--- src/rtl/riscv_instr_obi_fetch.sv ---
// riscv_instr_obi_fetch
// Instruction-side OBI bus master. It issues word-aligned sequential fetches,
// tracks the granted-but-unreturned transactions, buffers returned words in a
// small FIFO and hands {addr, rdata, err} to the IF stage over valid/ready.
// A branch flushes the FIFO and marks every in-flight response as stale.
// Optional feature macro: RISCV_FETCH_BYPASS_EN. When it is defined, a returning
// word falls straight through to the IF stage in its rvalid cycle while the
// FIFO is empty and nothing stale is still in flight.
module riscv_instr_obi_fetch #(
  parameter int DEPTH           = 2,
  parameter int MAX_OUTSTANDING = 2
) (
  input  logic        clk,
  input  logic        rst_n,
  input  logic        req_i,
  input  logic        branch_i,
  input  logic [31:0] branch_addr_i,
  output logic        valid_o,
  input  logic        ready_i,
  output logic [31:0] rdata_o,
  output logic [31:0] addr_o,
  output logic        err_o,
  output logic        busy_o,
  output logic        instr_req_o,
  output logic [31:0] instr_addr_o,
  input  logic        instr_gnt_i,
  input  logic        instr_rvalid_i,
  input  logic [31:0] instr_rdata_i,
  input  logic        instr_err_pmp_i
);

  localparam int CW = $clog2(DEPTH + 1) + 1;
  localparam int PW = (DEPTH > 1) ? $clog2(DEPTH) : 1;
  localparam int QW = (MAX_OUTSTANDING > 1) ? $clog2(MAX_OUTSTANDING) : 1;

  localparam logic [CW-1:0] CNT_ZERO = {CW{1'b0}};
  localparam logic [CW-1:0] MAX_C    = CW'(MAX_OUTSTANDING);
  localparam logic [CW:0]   DEPTH_C  = (CW + 1)'(DEPTH);

  // Next FIFO slot, wrapping at DEPTH (which need not be a power of two).
  function automatic logic [PW-1:0] fifo_ptr_inc(input logic [PW-1:0] ptr);
    logic [PW-1:0] nxt;
    if (ptr == PW'(DEPTH - 1)) nxt = {PW{1'b0}};
    else                       nxt = ptr + PW'(1);
    return nxt;
  endfunction

  // Next response-address queue slot, wrapping at MAX_OUTSTANDING.
  function automatic logic [QW-1:0] rq_ptr_inc(input logic [QW-1:0] ptr);
    logic [QW-1:0] nxt;
    if (ptr == QW'(MAX_OUTSTANDING - 1)) nxt = {QW{1'b0}};
    else                                 nxt = ptr + QW'(1);
    return nxt;
  endfunction

  // Fetch address generation and the held (ungranted) request.
  logic [31:0]   fetch_addr_q, fetch_addr_d;
  logic [31:0]   hold_addr_q, hold_addr_d;
  logic          held_q, held_d;
  logic          redirect_q, redirect_d;
  // Transaction accounting.
  logic [CW-1:0] outstanding_q, outstanding_d;
  logic [CW-1:0] discard_q, discard_d;
  // Response FIFO.
  logic [CW-1:0] fifo_cnt_q, fifo_cnt_d;
  logic [PW-1:0] fifo_wr_q, fifo_wr_d;
  logic [PW-1:0] fifo_rd_q, fifo_rd_d;
  logic [31:0]   fifo_addr_q [DEPTH];
  logic [31:0]   fifo_addr_d [DEPTH];
  logic [31:0]   fifo_rdata_q [DEPTH];
  logic [31:0]   fifo_rdata_d [DEPTH];
  logic          fifo_err_q [DEPTH];
  logic          fifo_err_d [DEPTH];
  // Addresses of granted transactions, in grant order.
  logic [31:0]   rq_addr_q [MAX_OUTSTANDING];
  logic [31:0]   rq_addr_d [MAX_OUTSTANDING];
  logic [QW-1:0] rq_wr_q, rq_wr_d;
  logic [QW-1:0] rq_rd_q, rq_rd_d;

  logic          issue_ok_s;
  logic          gnt_s;
  logic          rvalid_ok_s;
  logic          keep_s;
  logic          disc_dec_s;
  logic          bypass_s;
  logic          push_s;
  logic          pop_s;
  logic [31:0]   rq_head_s;
  logic [31:0]   branch_target_s;

  // Bus request, transaction bookkeeping and next-state computation.
  always_comb begin
    branch_target_s = branch_addr_i & 32'hFFFF_FFFC;
    issue_ok_s  = (outstanding_q < MAX_C) &&
                  (({1'b0, outstanding_q} + {1'b0, fifo_cnt_q}) < DEPTH_C);
    // A request once shown is held with its address until granted.
    instr_req_o  = held_q | (req_i & issue_ok_s);
    instr_addr_o = held_q ? hold_addr_q : fetch_addr_q;
    gnt_s        = instr_req_o & instr_gnt_i;
    // Responses with nothing outstanding (e.g. after a reset) are strays.
    rvalid_ok_s  = instr_rvalid_i & (outstanding_q != CNT_ZERO);
    disc_dec_s   = rvalid_ok_s & (discard_q != CNT_ZERO);
    keep_s       = rvalid_ok_s & (discard_q == CNT_ZERO) & ~branch_i;
    rq_head_s    = rq_addr_q[rq_rd_q];

`ifdef RISCV_FETCH_BYPASS_EN
    bypass_s = keep_s & (fifo_cnt_q == CNT_ZERO);
`else
    bypass_s = 1'b0;
`endif

    push_s = keep_s & ~(bypass_s & ready_i);
    pop_s  = (fifo_cnt_q != CNT_ZERO) & ready_i & ~branch_i;

    held_d      = instr_req_o & ~instr_gnt_i;
    hold_addr_d = instr_addr_o;
    // Remember that the held request no longer belongs to the current stream.
    redirect_d  = held_d & (branch_i | redirect_q);

    if (branch_i) begin
      fetch_addr_d = branch_target_s;
    end else if (gnt_s && !redirect_q) begin
      fetch_addr_d = instr_addr_o + 32'd4;
    end else begin
      fetch_addr_d = fetch_addr_q;
    end

    outstanding_d = outstanding_q + CW'(gnt_s) - CW'(rvalid_ok_s);

    if (branch_i) begin
      // Everything still in flight at the end of this cycle is stale.
      discard_d = outstanding_d;
    end else begin
      discard_d = discard_q - CW'(disc_dec_s) + CW'(gnt_s & redirect_q);
    end

    if (branch_i) begin
      fifo_cnt_d = CNT_ZERO;
      fifo_wr_d  = {PW{1'b0}};
      fifo_rd_d  = {PW{1'b0}};
    end else begin
      fifo_cnt_d = fifo_cnt_q + CW'(push_s) - CW'(pop_s);
      fifo_wr_d  = push_s ? fifo_ptr_inc(fifo_wr_q) : fifo_wr_q;
      fifo_rd_d  = pop_s ? fifo_ptr_inc(fifo_rd_q) : fifo_rd_q;
    end

    for (int i = 0; i < DEPTH; i++) begin
      fifo_addr_d[i]  = (push_s && (fifo_wr_q == PW'(i))) ? rq_head_s : fifo_addr_q[i];
      fifo_rdata_d[i] = (push_s && (fifo_wr_q == PW'(i))) ? instr_rdata_i : fifo_rdata_q[i];
      fifo_err_d[i]   = (push_s && (fifo_wr_q == PW'(i))) ? instr_err_pmp_i : fifo_err_q[i];
    end

    rq_wr_d = gnt_s ? rq_ptr_inc(rq_wr_q) : rq_wr_q;
    rq_rd_d = rvalid_ok_s ? rq_ptr_inc(rq_rd_q) : rq_rd_q;
    for (int i = 0; i < MAX_OUTSTANDING; i++) begin
      rq_addr_d[i] = (gnt_s && (rq_wr_q == QW'(i))) ? instr_addr_o : rq_addr_q[i];
    end

    busy_o = (outstanding_q != CNT_ZERO) | instr_req_o;
  end

  // IF-stage output: FIFO head, or the returning word when it falls through.
  always_comb begin
    if (bypass_s) begin
      valid_o = 1'b1;
      rdata_o = instr_rdata_i;
      addr_o  = rq_head_s;
      err_o   = instr_err_pmp_i;
    end else begin
      valid_o = (fifo_cnt_q != CNT_ZERO);
      rdata_o = fifo_rdata_q[fifo_rd_q];
      addr_o  = fifo_addr_q[fifo_rd_q];
      err_o   = fifo_err_q[fifo_rd_q];
    end
  end

  // State registers with synchronous active-low reset.
  always_ff @(posedge clk) begin
    if (!rst_n) begin
      fetch_addr_q  <= 32'd0;
      hold_addr_q   <= 32'd0;
      held_q        <= 1'b0;
      redirect_q    <= 1'b0;
      outstanding_q <= CNT_ZERO;
      discard_q     <= CNT_ZERO;
      fifo_cnt_q    <= CNT_ZERO;
      fifo_wr_q     <= {PW{1'b0}};
      fifo_rd_q     <= {PW{1'b0}};
      rq_wr_q       <= {QW{1'b0}};
      rq_rd_q       <= {QW{1'b0}};
      for (int i = 0; i < DEPTH; i++) begin
        fifo_addr_q[i]  <= 32'd0;
        fifo_rdata_q[i] <= 32'd0;
        fifo_err_q[i]   <= 1'b0;
      end
      for (int i = 0; i < MAX_OUTSTANDING; i++) begin
        rq_addr_q[i] <= 32'd0;
      end
    end else begin
      fetch_addr_q  <= fetch_addr_d;
      hold_addr_q   <= hold_addr_d;
      held_q        <= held_d;
      redirect_q    <= redirect_d;
      outstanding_q <= outstanding_d;
      discard_q     <= discard_d;
      fifo_cnt_q    <= fifo_cnt_d;
      fifo_wr_q     <= fifo_wr_d;
      fifo_rd_q     <= fifo_rd_d;
      rq_wr_q       <= rq_wr_d;
      rq_rd_q       <= rq_rd_d;
      for (int i = 0; i < DEPTH; i++) begin
        fifo_addr_q[i]  <= fifo_addr_d[i];
        fifo_rdata_q[i] <= fifo_rdata_d[i];
        fifo_err_q[i]   <= fifo_err_d[i];
      end
      for (int i = 0; i < MAX_OUTSTANDING; i++) begin
        rq_addr_q[i] <= rq_addr_d[i];
      end
    end
  end

endmodule

--- config.mk ---
export PLATFORM = sky130hd
export DESIGN_NAME = riscv_instr_obi_fetch
export DESIGN_NICKNAME = d
export VERILOG_FILES = /design/src/rtl/riscv_instr_obi_fetch.sv
export SDC_FILE = /design/constraint.sdc
export NUM_CORES = 1
export LEC_CHECK = 0
export CORE_MARGIN = 3
export CORE_UTILIZATION = 54
export CTS_CLUSTER_DIAMETER = 50
export DETAILED_ROUTE_END_ITERATION = 8
export HOLD_SLACK_MARGIN = 0.12
export PLACE_DENSITY_LB_ADDON = 0.1
export SLEW_MARGIN = 40
export SYNTH_ARGS = -nofsm -noshare
export SYNTH_HDL_FRONTEND = slang
export SYNTH_SLANG_ARGS = --single-unit
--- constraint.sdc ---
create_clock -name clk -period 7.9 [get_ports clk]
set_input_delay 0.79 -clock clk [delete_from_list [all_inputs] [get_ports clk]]
set_output_delay 0.79 -clock clk [all_outputs]
set_load 0.03 [all_outputs]
==> impl_metrics.yaml, run 1 <==
min_path:
  whs_path_depth: 2
  holdPathEnd: "fetch_addr_q[2]"
  hold_start: "fetch_addr_q[2]"
  hp-class: "register to register"
final_layout:
  n_antenna_cell: 0
  finalNonFillerCells: 1387
  drive_gt1_frac: 0.1331
  finalCoreUtilization: 0.6953
  syn_to_final_growth_pct: 25.15
  fin_area_um2: 14750
  nNetsFinal: 1173
worst_setup_path:
  critical_path_class: "register to output port"
  critPathMaxFanout: 15
  r2r_slack_ps: 4180
  crit_required_ps: 7110
  reg2reg_depth: 14
  cp.arrival_ps: 3650
  r2r-end: "discard_q[2]"
  endpoint_kind: "output port"
  r2r-start: "outstanding_q[1]"
  start_kind: "register"
die:
  fp-row-count: 53
  core_um2: 21220
  start_util: 0.5555
  io_pins: 172
  dieArea_um2: 23640
  fp.dieH_um: 153.8
  die_w_um: 153.8
sta:
  whs_ps: 458.4
  hold_viol_final: 0
  timing.final.ws_setup_ps: 3460
  fin_crit_ps: 4440
  relSlewSlack: 0.4400
  fmaxAchievable_ghz: 0.2252
  slew_violations: 0
  tns_ps: 0
  tightest_slew_ps: 839.0
  min_period_over_period: 0.5621
  setup_viol_count_final: 0
  rsz0062_at_grt: "no"
  finClkSkew_ps: 16.98
synth:
  synth.top_cell.area_share: 0.4942
  syn-num-nets: 1010
  muxShareOfSynthArea: 0.1172
  synth_simple_gate_area_share: 0.1225
  synth_area_um2: 11790
  synth_most_common_cell: "edfxtp_1"
  syn_avg_cell_area_um2: 12.76
  synth_edf_count: 194
  synth-compound-area-share: 0.06135
  yosys_warnings: 0
  ys_top_cells_by_count: "edfxtp_1, nor2_1, dfxtp_1"
  synth.largest_area_cell: "edfxtp_1"
  synth_seq_cells: 275
  synth-xor-area-share: 0.01560
  ys_async_sr_fraction: 0
  synth_area_leaders: "edfxtp_1, dfxtp_1, mux2_2, mux2i_1, nor2_1"
  ys_seq_area_frac: 0.6317
  synthAdderAreaFrac: 0.01741
  netlist_instances: 924
  synth_top_family_by_area: "simple AND/OR/NAND/NOR gates"
  ys_types: 56
  ys.flop_type: "edfxtp_1"
pwr:
  p_sw_mw: 1.124
  p_seq_frac: 0.452
  vdd_ir_drop_max_mv: 0.1717
  p_clk_frac: 0.347
  switching_share: 0.2803
  power.density_nw_per_um2: 271.7
  power_frac_comb: 0.201
  fin_total_pwr_mw: 4.009
  p_int_mw: 2.886
  power.leakage_nw: 5.542
grt:
  grt_use_total: 0.2187
  grt-busiest-layer: "met2"
  antenna_found_initial: 1
  grt_remaining_overflow: 0
  grt_max_degree: 66
  grt_util_met2: 0.3758
  grt_pass1_wl_um: 42300
  grt_pass1_vias: 8086
  grt_util_met3: 0.03237
  use_met1: 0.2976
clocking:
  cts_setup_buffers: 0
  cts.sinks: 275
  ctsResizeCount: 0
  holdBufCountCts: 0
  clkTransAtPathRegs_ps: 60
  clk_path_buf_depth: 3
  tritoncts: "yes"
  numCtsBuffers: 31
  insertion_delay_ps: 550
  clockRootBuffer: "clkbuf_16"
  cts_max_level: 1
place:
  globalplace.congestion: 0.8332
  placedCellCount: 1329
  placed_area_um2: 13740
  io_buffers: 169
  hpwlAfterDp_um: 16430
  pre_cts_slack_ps: 3816
drt:
  drtAntennaViolNets: 0
  wl_per_cell_um: 18.81
  first_pass_iters: 7
  drt_iter0_markers: 526
  vias: 7883
  drc: 0
  drt_wl_total_um: 26090
  routed_via_density: 5.683
run:
  cap_violations: 0
outcome:
  outcome: "completed"
[metal layers]
| metal | up-vias | routed length, um |
|---|---|---|
| met2 | 246 | 12950 |
| met4 | 2 | 406 |
| met3 | 38 | 1426 |
| li1 | 3740 | - |
| met1 | 3857 | 11290 |
| met5 | - | 13 |
[logic make-up (layout without fill, tap and decap cells)]
logic type      count (synthesis)  after routing
buf+inv                        97            285
flops                         275            275
compound gates                107            107
simple gates                  281            281
xor+xnor                       21             21
mux                           129            129
fa+ha+maj                      14             14
[power by group through the flow]
stage          Clock (mW)  Sequential (mW)  Combinational [mW]
6_report             1.39             1.81               0.804
5_1_grt              1.48             1.83               0.867
3_5_place_dp            0             1.84               0.808
2_1_floorplan           0             1.79               0.563
3_3_place_gp            0             1.83               0.802
4_1_cts              1.41             1.81               0.811
[layout make-up]
type | instances | area, um2
clock inverter | 15 | 146.4
inverter | 45 | 168.9
fill | 1541 | 6466
tap | 275 | 344.1
sequential | 275 | 7453
clock buffer | 43 | 860.8
timing repair buffer | 182 | 1792
multi-input combinational | 552 | 3989
[registers in the layout, indices dropped and copies added, names as in the netlist, 2 cells and up, named ones only]
register and flops:
fifo_rdata_q 64, hold_addr_q 32, outstanding_q 3, fifo_cnt_q 3, fifo_addr_q 64, fifo_err_q 2, discard_q 3, fetch_addr_q 32
rq_addr_q 64
[layout by cell type, fill, tap and decap left out, types with 7 or more instances in the layout]
cell type        synthesis  final
edfxtp_1               194    194
clkdlybuf4s50_1          0    168
nor2_1                 103    103
dfxtp_1                 81     78
mux2_2                  69     69
mux2i_1                 59     59
inv_1                   45     45
nand2_1                 39     38
and3_1                  36     36
clkbuf_16                0     31
nand3_1                 28     27
a21oi_1                 25     24
a22oi_1                 20     20
xnor2_1                 17     17
nand4_1                 15     15
and2_1                  14     14
o21ai_0                 16     14
buf_4                    1     11
ha_1                    10     10
o22ai_1                  9      9
o211ai_1                 8      8
clkbuf_1                40      8
or4_1                    7      7
nand3b_1                 7      7
[critical path: stages, from the launching register on]
cell and delay (ps):
dfxtp_1 450, inv_1 120, fa_1 440, or2_1 230
a41oi_2 330, inv_1 380, or4_1 530, clkdlybuf4s50_1 620
[worst max path at each step]
stage                             end        startpoint  slack (ps)
CTS                            busy_o  outstanding_q[1]        3470
floorplan           fifo_addr_q[0][0]          branch_i        1260
finish                         busy_o  outstanding_q[1]        3460
detailed placement             busy_o             req_i        3820
global route                   busy_o  outstanding_q[1]        3280
global placement               busy_o             req_i        3810
No activity file was read; power rests on OpenSTA's default activity.
==> run 2, diff against run 1 <==
CORE_UTILIZATION = 49   (was 54)
clock period = 4 ns   (was 7.9 ns; I/O delays follow)
==> impl_metrics.yaml, run 2 (synthesis results as in run 1) <==
outcome:
  outcome: "completed"
sta:
  min_period_over_period: 0.9250
  slew_violations: 0
  fmaxAchievable_ghz: 0.2703
  relSlewSlack: 0.4484
  fin_crit_ps: 3700
  finClkSkew_ps: 15.67
  tightest_slew_ps: 820.3
  hold_viol_final: 0
  rsz0062_at_grt: "no"
  tns_ps: 0
  timing.final.ws_setup_ps: 299.9
  setup_viol_count_final: 0
grt:
  grt_pass1_wl_um: 41720
  grt_pass1_vias: 7852
  grt_use_total: 0.1996
  grt_remaining_overflow: 0
  grt_max_degree: 66
  antenna_found_initial: 0
clocking:
  clk_path_buf_depth: 3
  ctsResizeCount: 0
  cts_setup_buffers: 0
  clkTransAtPathRegs_ps: 60
  clockRootBuffer: "clkbuf_16"
  tritoncts: "yes"
  numCtsBuffers: 34
  cts.sinks: 275
  cts_max_level: 2
  insertion_delay_ps: 500
  holdBufCountCts: 0
place:
  placed_area_um2: 13950
  io_buffers: 169
  hpwlAfterDp_um: 17690
  pre_cts_slack_ps: 701.7
  globalplace.congestion: 0.8304
final_layout:
  fin_area_um2: 15000
  final_common_cell: "edfxtp_1"
  reg.largest.list: "fifo_addr_q: 64 flops, fifo_rdata_q: 64 flops, rq_addr_q: 64 flops"
  finalCoreUtilization: 0.6373
  n_antenna_cell: 0
  final_cell_mix: "edfxtp_1, clkdlybuf4s50_1, nor2_1"
  drive_gt1_frac: 0.1434
  nNetsFinal: 1191
  syn_to_final_growth_pct: 27.28
drt:
  drt_iter0_markers: 472
  routed_via_density: 5.458
  vias: 7909
  drtAntennaViolNets: 0
  first_pass_iters: 5
  wl_per_cell_um: 18.29
  drc: 0
  drt_wl_total_um: 26500
run:
  cap_violations: 0
pwr:
  fin_total_pwr_mw: 8.049
  power.leakage_nw: 5.643
  power.density_nw_per_um2: 536.5
  vdd_ir_drop_max_mv: 0.3118
die:
  core_um2: 23540
  fp.dieH_um: 161.1
  fp-row-count: 56
  start_util: 0.5007
  io_pins: 172
  dieArea_um2: 25960
  die_w_um: 161.1
worst_setup_path:
  crit_required_ps: 3600
  critPathMaxFanout: 7
  endpoint_kind: "output port"
  start_kind: "register"
  cp.arrival_ps: 3300
  critical_path_class: "register to output port"
min_path:
  hp-class: "input port to register"
==> run 2: changes by cell type in the layout (fill, tap and decap cells not counted), sizes merged <==
cell      delta
buf         +15
bufinv       -1
clkbuf       +3
clkinv       +2
clkinvlp     +1
inv          -2
==> run 2: worst max-delay path: stages (launching register included) <==
cell             delay, ps
dfxtp_1                420
inv_1                  110
fa_1                   440
or2_1                  230
a41oi_2                350
inv_1                  200
or4_1                  440
clkdlybuf4s50_1        610
==> run 2: final timing paths <==
check / startpoint / endpoint / slack, ps / cells after the start
setup / recovery: outstanding_q[1] / busy_o / 300 / 7
hold / removal: rst_n / fetch_addr_q[9] / 440 / 2
setup reg to reg: outstanding_q[1] / discard_q[1] / 640 / 13
hold reg to reg: fetch_addr_q[2] / fetch_addr_q[2] / 460 / 2
==> run 2: cell type report <==
type / instances / area, um2
Inverter: 45 / 168.9
Sequential cell: 275 / 7456
Clock inverter: 15 / 125.1
Fill cell: 1873 / 8538
Tap cell: 319 / 399.1
Clock buffer: 46 / 927.1
Multi-Input combinational cell: 552 / 3969
Timing Repair Buffer: 197 / 1959
==> run 2: routing by layer <==
layer  track usage  part of all wire  vias to the layer above  wire length (um)
met2        0.3310              0.48                      275             12590
li1              -                 -                     3771                 -
met5             0                 0                        -                 0
met4       0.04928             0.017                        0               457
met1        0.2734              0.44                     3828             11740
met3       0.03950             0.065                       35              1712
==> run 2: power by group <==
group,internal (mW),total (mW),switching [mW]
registers,3.38,3.57,0.189
clock network,1.71,2.85,1.14
logic,0.706,1.63,0.923
==> run 2: stage by stage <==
step	cells	hold slack, ps
finish	1449	437.2
global route	1449	432.7
CTS	1449	412.5
detailed placement	1388	451.0
global placement	1388	440.4
floorplan	924	431.3
